<file path="src/rtl/regfile_wb_arbiter_pkg.sv">
// Shared types and constants for the register-file writeback arbiter.
// The arbiter top and its interface derive their default widths from here.
package regfile_pkg;

  localparam int XLEN  = 32;
  localparam int NREGS = 32;
  localparam int RW    = $clog2(NREGS);

  typedef logic [RW-1:0] reg_idx_t;

  typedef struct packed {
    logic            valid;
    reg_idx_t        rd;
    logic [XLEN-1:0] data;
  } wb_req_t;

  // Writes to x0 are architecturally discarded and never reach the port.
  function automatic logic rd_nz(reg_idx_t rd);
    return rd != '0;
  endfunction

endpackage

</file>
<file path="src/rtl/regfile_wb_arbiter_if.sv">
// Bundles the pipe/mc writeback handshakes, the scoreboard and the register-file write port.
// slave = arbiter side, master = the surrounding core (or a bench).
interface regfile_wb_arbiter_if #(
  parameter int NREGS = regfile_pkg::NREGS,
  parameter int XLEN  = regfile_pkg::XLEN
);
  localparam int RW = $clog2(NREGS);

  logic             pipe_valid;
  logic [RW-1:0]    pipe_rd;
  logic [XLEN-1:0]  pipe_data;
  logic             pipe_stall;

  logic             mc_valid;
  logic [RW-1:0]    mc_rd;
  logic [XLEN-1:0]  mc_data;
  logic             mc_ready;

  logic             mc_issue;
  logic [RW-1:0]    mc_issue_rd;
  logic [NREGS-1:0] busy;

  logic             rf_wren;
  logic [RW-1:0]    rf_write_reg;
  logic [XLEN-1:0]  rf_write_data;

  modport slave (
    input  pipe_valid, pipe_rd, pipe_data,
    input  mc_valid, mc_rd, mc_data,
    input  mc_issue, mc_issue_rd,
    output pipe_stall, mc_ready, busy,
    output rf_wren, rf_write_reg, rf_write_data
  );

  modport master (
    output pipe_valid, pipe_rd, pipe_data,
    output mc_valid, mc_rd, mc_data,
    output mc_issue, mc_issue_rd,
    input  pipe_stall, mc_ready, busy,
    input  rf_wren, rf_write_reg, rf_write_data
  );

endinterface

</file>
<file path="src/rtl/regfile_wb_arbiter_wb_scoreboard.sv">
// Per-register busy bits for in-flight multi-cycle destinations.
// A set and a clear of the same register in one cycle leave it busy; bit 0 never sets.
module wb_scoreboard #(
  parameter int NREGS = regfile_pkg::NREGS
) (
  input  logic                     clock,
  input  logic                     reset_n,
  input  logic                     set_en,
  input  logic [$clog2(NREGS)-1:0] set_idx,
  input  logic                     clr_en,
  input  logic [$clog2(NREGS)-1:0] clr_idx,
  output logic [NREGS-1:0]         busy
);

  logic [NREGS-1:0] busy_d;
  logic [NREGS-1:0] busy_q;

  assign busy_d[0] = 1'b0;
  assign busy[0]   = 1'b0;

  genvar gi;
  generate
    for (gi = 1; gi < NREGS; gi++) begin : g_bit
      logic hit_set;
      logic hit_clr;

      assign hit_set = set_en && (set_idx == ($clog2(NREGS))'(gi));
      assign hit_clr = clr_en && (clr_idx == ($clog2(NREGS))'(gi));

      always_comb begin
        busy_d[gi] = busy_q[gi];
        if (hit_clr) busy_d[gi] = 1'b0;
        if (hit_set) busy_d[gi] = 1'b1;
      end

      always_ff @(posedge clock or negedge reset_n) begin
        if (!reset_n) busy_q[gi] <= 1'b0;
        else          busy_q[gi] <= busy_d[gi];
      end

      assign busy[gi] = busy_q[gi];
    end
  endgenerate

  always_ff @(posedge clock or negedge reset_n) begin
    if (!reset_n) busy_q[0] <= 1'b0;
    else          busy_q[0] <= busy_d[0];
  end

endmodule

</file>
<file path="src/rtl/regfile_wb_arbiter.sv">
// Arbitrates the register file's single write port between the pipeline writeback and a multi-cycle unit.
// Optional WB_STARVE_GUARD_EN: starvation counter force-grants mc after MAX_WAIT refused cycles.
module regfile_wb_arbiter #(
  parameter int NREGS    = regfile_pkg::NREGS,
  parameter int XLEN     = regfile_pkg::XLEN,
  parameter int MAX_WAIT = 4
) (
  input logic                 clock,
  input logic                 reset_n,
  regfile_wb_arbiter_if.slave bus
);
  import regfile_pkg::*;

  localparam int RW = $clog2(NREGS);

  wb_req_t pipe_req;
  wb_req_t mc_req;
  logic    force_grant;
  logic    pipe_stall;
  logic    mc_ready;
  logic    mc_write;
  logic    pipe_write;

  assign pipe_req = '{valid: bus.pipe_valid, rd: bus.pipe_rd, data: bus.pipe_data};
  assign mc_req   = '{valid: bus.mc_valid,   rd: bus.mc_rd,   data: bus.mc_data};

`ifdef WB_STARVE_GUARD_EN
  localparam logic [3:0] MAX_WAIT_C = 4'(MAX_WAIT);

  logic [3:0] wait_cnt_d;
  logic [3:0] wait_cnt_q;

  assign force_grant = (wait_cnt_q == MAX_WAIT_C);

  always_comb begin
    wait_cnt_d = wait_cnt_q;
    if (!mc_req.valid || mc_ready)  wait_cnt_d = '0;
    else if (wait_cnt_q != MAX_WAIT_C) wait_cnt_d = wait_cnt_q + 4'd1;
  end

  always_ff @(posedge clock or negedge reset_n) begin
    if (!reset_n) wait_cnt_q <= '0;
    else          wait_cnt_q <= wait_cnt_d;
  end

  // Only a real pipe write collides with a real mc write; x0 on either side frees the port.
  assign pipe_stall = pipe_req.valid & rd_nz(pipe_req.rd) & force_grant
                    & mc_req.valid & rd_nz(mc_req.rd);
`else
  assign force_grant = 1'b0;
  assign pipe_stall  = 1'b0;
`endif

  assign mc_ready   = mc_req.valid & (~pipe_req.valid | ~rd_nz(pipe_req.rd) | force_grant);
  assign mc_write   = mc_ready & rd_nz(mc_req.rd);
  assign pipe_write = pipe_req.valid & ~pipe_stall & rd_nz(pipe_req.rd) & ~mc_write;

  logic            rf_wren_d;
  logic            rf_wren_q;
  logic [RW-1:0]   rf_write_reg_d;
  logic [RW-1:0]   rf_write_reg_q;
  logic [XLEN-1:0] rf_write_data_d;
  logic [XLEN-1:0] rf_write_data_q;

  // Address/data hold their last value on idle cycles to avoid needless toggling.
  always_comb begin
    rf_wren_d       = mc_write | pipe_write;
    rf_write_reg_d  = rf_write_reg_q;
    rf_write_data_d = rf_write_data_q;
    if (mc_write) begin
      rf_write_reg_d  = mc_req.rd;
      rf_write_data_d = mc_req.data;
    end else if (pipe_write) begin
      rf_write_reg_d  = pipe_req.rd;
      rf_write_data_d = pipe_req.data;
    end
  end

  always_ff @(posedge clock or negedge reset_n) begin
    if (!reset_n) begin
      rf_wren_q       <= 1'b0;
      rf_write_reg_q  <= '0;
      rf_write_data_q <= '0;
    end else begin
      rf_wren_q       <= rf_wren_d;
      rf_write_reg_q  <= rf_write_reg_d;
      rf_write_data_q <= rf_write_data_d;
    end
  end

  wb_scoreboard #(.NREGS(NREGS)) u_scoreboard (
    .clock   (clock),
    .reset_n (reset_n),
    .set_en  (bus.mc_issue & rd_nz(bus.mc_issue_rd)),
    .set_idx (bus.mc_issue_rd),
    .clr_en  (mc_write),
    .clr_idx (mc_req.rd),
    .busy    (bus.busy)
  );

  assign bus.pipe_stall    = pipe_stall;
  assign bus.mc_ready      = mc_ready;
  assign bus.rf_wren       = rf_wren_q;
  assign bus.rf_write_reg  = rf_write_reg_q;
  assign bus.rf_write_data = rf_write_data_q;

  a_max_wait_range: assert property (@(posedge clock) disable iff (!reset_n)
    (MAX_WAIT >= 1) && (MAX_WAIT <= 15));

  // Re-issuing to a register is legal only when its pending write retires this same cycle.
  a_issue_to_busy: assert property (@(posedge clock) disable iff (!reset_n)
    (bus.mc_issue && rd_nz(bus.mc_issue_rd)) |->
      (!bus.busy[bus.mc_issue_rd] || (mc_write && mc_req.rd == bus.mc_issue_rd)));

endmodule

</file>
<file path="src/flat_wrapper.sv">
// flat-port wrapper written by rule: the top's interface ports become plain ports
module regfile_wb_arbiter_flat import regfile_pkg::*;
#(
  parameter int NREGS    = regfile_pkg::NREGS,
  parameter int XLEN     = regfile_pkg::XLEN,
  parameter int MAX_WAIT = 4
)
  (clock, reset_n, bus_pipe_valid, bus_pipe_rd, bus_pipe_data, bus_mc_valid, bus_mc_rd, bus_mc_data, bus_mc_issue, bus_mc_issue_rd, bus_pipe_stall, bus_mc_ready, bus_busy, bus_rf_wren, bus_rf_write_reg, bus_rf_write_data);
  regfile_wb_arbiter_if #(.NREGS(NREGS), .XLEN(XLEN)) bus_i ();
  input logic clock;
  input logic reset_n;
  input wire logic [$bits(bus_i.pipe_valid)-1:0] bus_pipe_valid;
  input wire logic [$bits(bus_i.pipe_rd)-1:0] bus_pipe_rd;
  input wire logic [$bits(bus_i.pipe_data)-1:0] bus_pipe_data;
  input wire logic [$bits(bus_i.mc_valid)-1:0] bus_mc_valid;
  input wire logic [$bits(bus_i.mc_rd)-1:0] bus_mc_rd;
  input wire logic [$bits(bus_i.mc_data)-1:0] bus_mc_data;
  input wire logic [$bits(bus_i.mc_issue)-1:0] bus_mc_issue;
  input wire logic [$bits(bus_i.mc_issue_rd)-1:0] bus_mc_issue_rd;
  output wire logic [$bits(bus_i.pipe_stall)-1:0] bus_pipe_stall;
  output wire logic [$bits(bus_i.mc_ready)-1:0] bus_mc_ready;
  output wire logic [$bits(bus_i.busy)-1:0] bus_busy;
  output wire logic [$bits(bus_i.rf_wren)-1:0] bus_rf_wren;
  output wire logic [$bits(bus_i.rf_write_reg)-1:0] bus_rf_write_reg;
  output wire logic [$bits(bus_i.rf_write_data)-1:0] bus_rf_write_data;
  assign bus_i.pipe_valid = bus_pipe_valid;
  assign bus_i.pipe_rd = bus_pipe_rd;
  assign bus_i.pipe_data = bus_pipe_data;
  assign bus_i.mc_valid = bus_mc_valid;
  assign bus_i.mc_rd = bus_mc_rd;
  assign bus_i.mc_data = bus_mc_data;
  assign bus_i.mc_issue = bus_mc_issue;
  assign bus_i.mc_issue_rd = bus_mc_issue_rd;
  assign bus_pipe_stall = bus_i.pipe_stall;
  assign bus_mc_ready = bus_i.mc_ready;
  assign bus_busy = bus_i.busy;
  assign bus_rf_wren = bus_i.rf_wren;
  assign bus_rf_write_reg = bus_i.rf_write_reg;
  assign bus_rf_write_data = bus_i.rf_write_data;
  regfile_wb_arbiter #(.NREGS(NREGS), .XLEN(XLEN), .MAX_WAIT(MAX_WAIT)) u_core (.clock(clock), .reset_n(reset_n), .bus(bus_i));
endmodule
</file>
<file path="config.mk">
export PLATFORM = sky130hd
export DESIGN_NAME = regfile_wb_arbiter_flat
export DESIGN_NICKNAME = d
export VERILOG_FILES = /design/src/rtl/regfile_wb_arbiter_pkg.sv /design/src/rtl/regfile_wb_arbiter_if.sv /design/src/rtl/regfile_wb_arbiter_wb_scoreboard.sv /design/src/rtl/regfile_wb_arbiter.sv /design/src/flat_wrapper.sv
export SDC_FILE = /design/constraint.sdc
export NUM_CORES = 1
export LEC_CHECK = 0
export CORE_UTILIZATION = 40
export DETAILED_ROUTE_END_ITERATION = 8
export PLACE_DENSITY = 0.87
export SETUP_SLACK_MARGIN = 0.2
export SLEW_MARGIN = 20
export SYNTH_ARGS = -nofsm -noshare
export SYNTH_HDL_FRONTEND = slang
export SYNTH_HIERARCHICAL = 1
export SYNTH_SLANG_ARGS = --single-unit
</file>
<file path="constraint.sdc">
create_clock -name clock -period 2.49 [get_ports clock]
set_input_delay 0.6225 -clock clock [delete_from_list [all_inputs] [get_ports clock]]
set_output_delay 0.6225 -clock clock [all_outputs]
set_load 0.05 [all_outputs]
</file>
; ---- After elaboration in Yosys (flattened, before gate mapping)
; Cells that the tools add are included.
[totals]
reg_bits = 69
latchBits = 0
ram_bits = 0
romBits = 0
in_bits = 84
mem_count = 0
[classes]
addsub = 0
n_mul = 0
div_mod_pow = 0
magnitude_cmp = 0
n_eq_ne = 62
n_shift = 0
mux = 66
n_bitwise = 10
n_reduce_logical = 97
[ops]
columns = op, count
row1 = $eq A5 B5 Y1 const B, 32
row2 = $eq A5 B4 Y1 const B, 16
row3 = $mux W32, 2
row4 = $reduce_bool A2 Y1, 32
row5 = $logic_and A1 B1 Y1, 62
row6 = $mux W1, 62
row7 = $eq A5 B3 Y1 const B, 8
row8 = $eq A5 B2 Y1 const B, 4
row9 = $reduce_bool A5 Y1, 3
row10 = $eq A5 B1 Y1 const B, 2
row11 = $mux W5, 2
row12 = $and A1 B1 Y1, 5
row13 = $not A1 Y1, 3
row14 = $or A1 B1 Y1, 2

; ---- Logic depth before layout (Yosys ltp)
[logic_depth]
ltp_word = 9
depth_mapped = 7

; ---- By module
; Netlist, hierarchy kept.
[modules_own_cells]
columns = module, n_inst, cells_each, area_per_inst_um2
row1 = regfile_wb_arbiter, 1, 250, 2140.8
row2 = wb_scoreboard, 1, 130, 1332.5

; ---- Least setup slack after synthesis
; No wires, ideal clock.
[synth_path]
path_type = in2reg
startpoint = input bus_pipe_rd[0]
endpoint = register u_core.u_scoreboard.busy_q[8] (netlist: u_core/u_scoreboard/busy[8])
setup_time_ns = 0.125
t_arrival_ns = 2.525
required_time_ns = 2.365
path_slack_ns = -0.160
stages = 7
path_buffers = 1
path_cell_list = or4_4 -> o21ai_4 -> buf_4 -> nor2b_1 -> or4b_4 -> o21ai_1 -> o21ai_1
[synth_via]
elab_chain_cells = 7
[synth_lines]
columns = element, line_no
row1 = start: declaration, flat_wrapper.sv:13  ; input wire logic [$bits(bus_i.pipe_rd)-1:0] bus_pipe_rd;
row2 = $reduce_bool A5 Y1, regfile_wb_arbiter_pkg.sv:19  ; return rd != '0;
row3 = $not A1 Y1, regfile_wb_arbiter.sv:54  ; assign mc_ready = mc_req.valid & (~pipe_req.valid | ~rd_nz(pipe_req.rd) | force_grant);
row4 = $or A1 B1 Y1, regfile_wb_arbiter.sv:54
row5 = $and A1 B1 Y1, regfile_wb_arbiter.sv:54
row6 = $and A1 B1 Y1, regfile_wb_arbiter.sv:55  ; assign mc_write = mc_ready & rd_nz(mc_req.rd);
row7 = via u_core.mc_write, regfile_wb_arbiter.sv:21  ; logic mc_write;
row8 = $logic_and A1 B1 Y1, regfile_wb_arbiter_wb_scoreboard.sv:28  ; assign hit_clr = clr_en && (clr_idx == ($clog2(NREGS))'(gi));
row9 = $reduce_bool A2 Y1 (no source line), --
row10 = end signal: indexed assignment, regfile_wb_arbiter_wb_scoreboard.sv:38  ; else busy_q[gi] <= busy_d[gi];
row11 = end: declaration, regfile_wb_arbiter_wb_scoreboard.sv:16  ; logic [NREGS-1:0] busy_q;
; The timed path passes the listed nets, and every way through them passes these cells.
; A chain may end at the register's enable or synchronous reset.

; ---- Final worst setup path
[layout_path]
startpoint = input bus_pipe_rd[4]
endpoint = output bus_mc_ready
[layout_via]
elab_chain_cells = 4
[layout_lines]
columns = element, line_no
row1 = $reduce_bool A5 Y1, regfile_wb_arbiter_pkg.sv:19
row2 = $not A1 Y1, regfile_wb_arbiter.sv:54
row3 = $or A1 B1 Y1, regfile_wb_arbiter.sv:54
row4 = $and A1 B1 Y1, regfile_wb_arbiter.sv:54
row5 = end: declaration, flat_wrapper.sv:21  ; output wire logic [$bits(bus_i.mc_ready)-1:0] bus_mc_ready;
; No other way between the ends.

==> flow_summary.yaml <==
outcome:
  status: "complete, no violations"
final_layout:
  area_growth_pct: 56.6
  instances_no_fill: 655
  drive_gt1_share_pct: 10.6
  fin_nets: 628
  mostFrequentLayoutCell: "clkdlybuf4s50_1"
  nFillCells: 651
  final_cell_mix: "clkdlybuf4s50_1, dfrtp_1, a31oi_1, o21ai_0, nor2_1"
  largest_reg_flops: 32
sta:
  slew_violations: 0
  skew_ps: 0
  rsz0062_at_grt: "yes"
  finalHoldViolations: 0
  setup_viol: 0
  fmaxAchievable_mhz: 430
  fin_crit_ps: 2330
  slew_headroom_pct: 54.7
  period_share_pct: 93.4
  worst_pin_slew_ps: 680
  fin_ws_ps: 163
logic_synthesis:
  yosys_warnings: 6
  muxShareOfSynthArea_pct: 0
  yosys.area_share.adder_pct: 0
  synth_top_family_by_area: "compound AO/OA/AOI/OAI gates"
  synth_cell_types: 31
  synth.avg_cell_area_um2: 9.14
  seq_area_frac_synth_pct: 49.7
  synthCells: 380
  synth-xor-area-share_pct: 0
  ys_ff_latch: 69
  synth_nets: 464
  synth_compound_area_share_pct: 23.1
  syn_area_um2: 3470
  synth-simple-area-share_pct: 22.8
floorplan:
  num_rows: 33
  start_util_pct: 41.9
  dieArea_um2: 9060
  ios: 156
  core-area_um2: 8300
  die_x_um: 95.2
  fp.dieH_um: 95.2
clock_tree:
  clockRootBuffer: "clkbuf_8"
  h-tree-depth: 3
  clk_pin_slew_ps: 80
  clk_latency_ps: 330
  cts_tree: "built"
  cts_made_buffers: 9
  cts.sink_count: 69
  cts.path.max_buffers: 2
placed_design:
  hpwl_um: 8010
  place.gp.congestion: 1.00
  dpl.cell_count: 636
  post-place-ws_ps: -324
  numPortBuffers: 153
job:
  maxCapViolations: 0
global_routing:
  overflow: 0
  antenna_found_initial: 1
  grt_max_degree: 70
  grt_pass1_wl_um: 17500
  grt_usage_pct: 25.3
  grt_pass1_vias: 3621
critical_path:
  crit_fanout: 2
  end_kind: "primary output"
  rrSetupSlack_ps: 1500
  cp.arrival_ps: 1700
  crit_type: "in -> out"
  cp.required_ps: 1870
  critPathLaunchType: "primary input"
drt:
  ant_nets: 0
  via_count: 3803
  drc: 0
  viasPerCell: 5.81
  routedWlPerCell_um: 17.2
  first_pass_iters: 5
  drt_iter0_markers: 274
  routed_wl_um: 11300
power:
  power_per_cell_area_nw_per_um2: 752
  ir_drop_uv: 593
  p_leak_nw: 2.12
hold_path:
  hp-class: "in -> async"
==> layer usage <==
layer,vias up,track usage [%],share of wire [%]
met1,1806,31.2,39
li1,1732,-,-
met2,236,42.0,48
met5,-,0,0
met3,29,6.62,11
met4,0,10.5,2.2
==> what timing repair did <==
action / CTS / global route
pin swaps: 3 / 3
gates resized for setup: 19 / 1
hold buffers: 0 / 0
endpoints found under the setup margin: 32 / 3
setup buffers: 1 / 1
==> path summary, 6_finish.rpt <==
path	endpoint	startpoint	cells past startpoint
max reg2reg	u_core/bus.rf_write_data[27]$_DFFE_PN0P_	u_core/bus.rf_write_data[27]$_DFFE_PN0P_	3
min	u_core/bus.rf_write_data[31]$_DFFE_PN0P_	reset_n	1
max in group asynchronous	u_core/bus.rf_write_data[13]$_DFFE_PN0P_	reset_n	2
min reg2reg	u_core/bus.rf_write_reg[3]$_DFFE_PN0P_	u_core/bus.rf_write_reg[3]$_DFFE_PN0P_	2
min in group clock	u_core/bus.rf_write_reg[3]$_DFFE_PN0P_	u_core/bus.rf_write_reg[3]$_DFFE_PN0P_	2
max	bus_mc_ready	bus_pipe_rd[4]	5
==> where the power goes <==
part	switching, W	leakage, nW	internal, W	total (W)
clock	0.000430	0.112	0.000589	0.00102
sequential	0.000128	0.804	0.00131	0.00143
combinational	0.00105	1.20	0.000591	0.00164
==> final cells by class <==
| type | instances | area [µm²] | area share, % |
|---|---|---|---|
| diodes | 1 | 2.50 | 0.0460 |
| clock buffers | 10 | 138 | 2.53 |
| clock inverters | 6 | 86.3 | 1.59 |
| multi-input cells | 285 | 1620 | 29.8 |
| flip-flops and latches | 69 | 1730 | 31.8 |
| well taps | 105 | 131 | 2.42 |
| repair buffers | 179 | 1730 | 31.8 |
==> synthesized netlist by cell type <==
cell,instances,share of area [%]
or4b_4,1,0.40
nor2b_1,34,6.1
nor2_1,39,4.2
clkbuf_1,16,1.7
or2_1,3,0.54
and2_1,1,0.18
o21ai_0,43,6.2
nand4b_1,5,1.3
nor3_2,1,0.29
o21a_1,1,0.22
nand2b_1,9,1.6
or2_2,1,0.18
buf_4,6,1.3
or4_1,1,0.22
a21bo_2,1,0.29
dfrtp_1,69,50
a21oi_1,4,0.58
nand4_1,2,0.36
conb_1,2,0.22
o21ai_1,19,2.7
nand3b_1,1,0.22
or4_4,1,0.32
o21ai_4,1,0.47
a32oi_1,1,0.25
nand2_1,8,0.86
buf_2,1,0.14
a31oi_1,64,12
buf_6,3,0.97
nand3_1,35,5.0
nand4bb_1,3,0.97
a22oi_1,4,0.86
==> cell families (layout without fill, tap and decap cells) <==
| kind of cell | count (synthesis) | after routing |
|---|---|---|
| AND/OR/NAND/NOR | 145 | 145 |
| buffers and inverters | 26 | 195 |
| other | 2 | 3 |
| AO/OA/AOI/OAI | 138 | 138 |
| flip-flops | 69 | 69 |
==> stage by stage <==
| stage | utilization (%) | hold slack, ps | cell area, µm² | TNS, ps | power [W] |
|---|---|---|---|---|---|
| floorplan | - | 327 | 3490 | 0 | 0.00239 |
| global placement | 62.7 | 476 | 5200 | -5170 | 0.00303 |
| detailed placement | 62.7 | 484 | 5200 | -7850 | 0.00306 |
| CTS | 65.4 | 238 | 5430 | 0 | 0.00410 |
| global route | 65.5 | 274 | 5440 | 0 | 0.00426 |
| finish | 65.5 | 230 | 5440 | 0 | 0.00409 |
==> worst max-delay path: stages <==
cell and delay (ps):
buf_6 90, or4_4 540, o21ai_4 150, and2_4 170, buf_12 130
(Power assumes the default switching activity.)
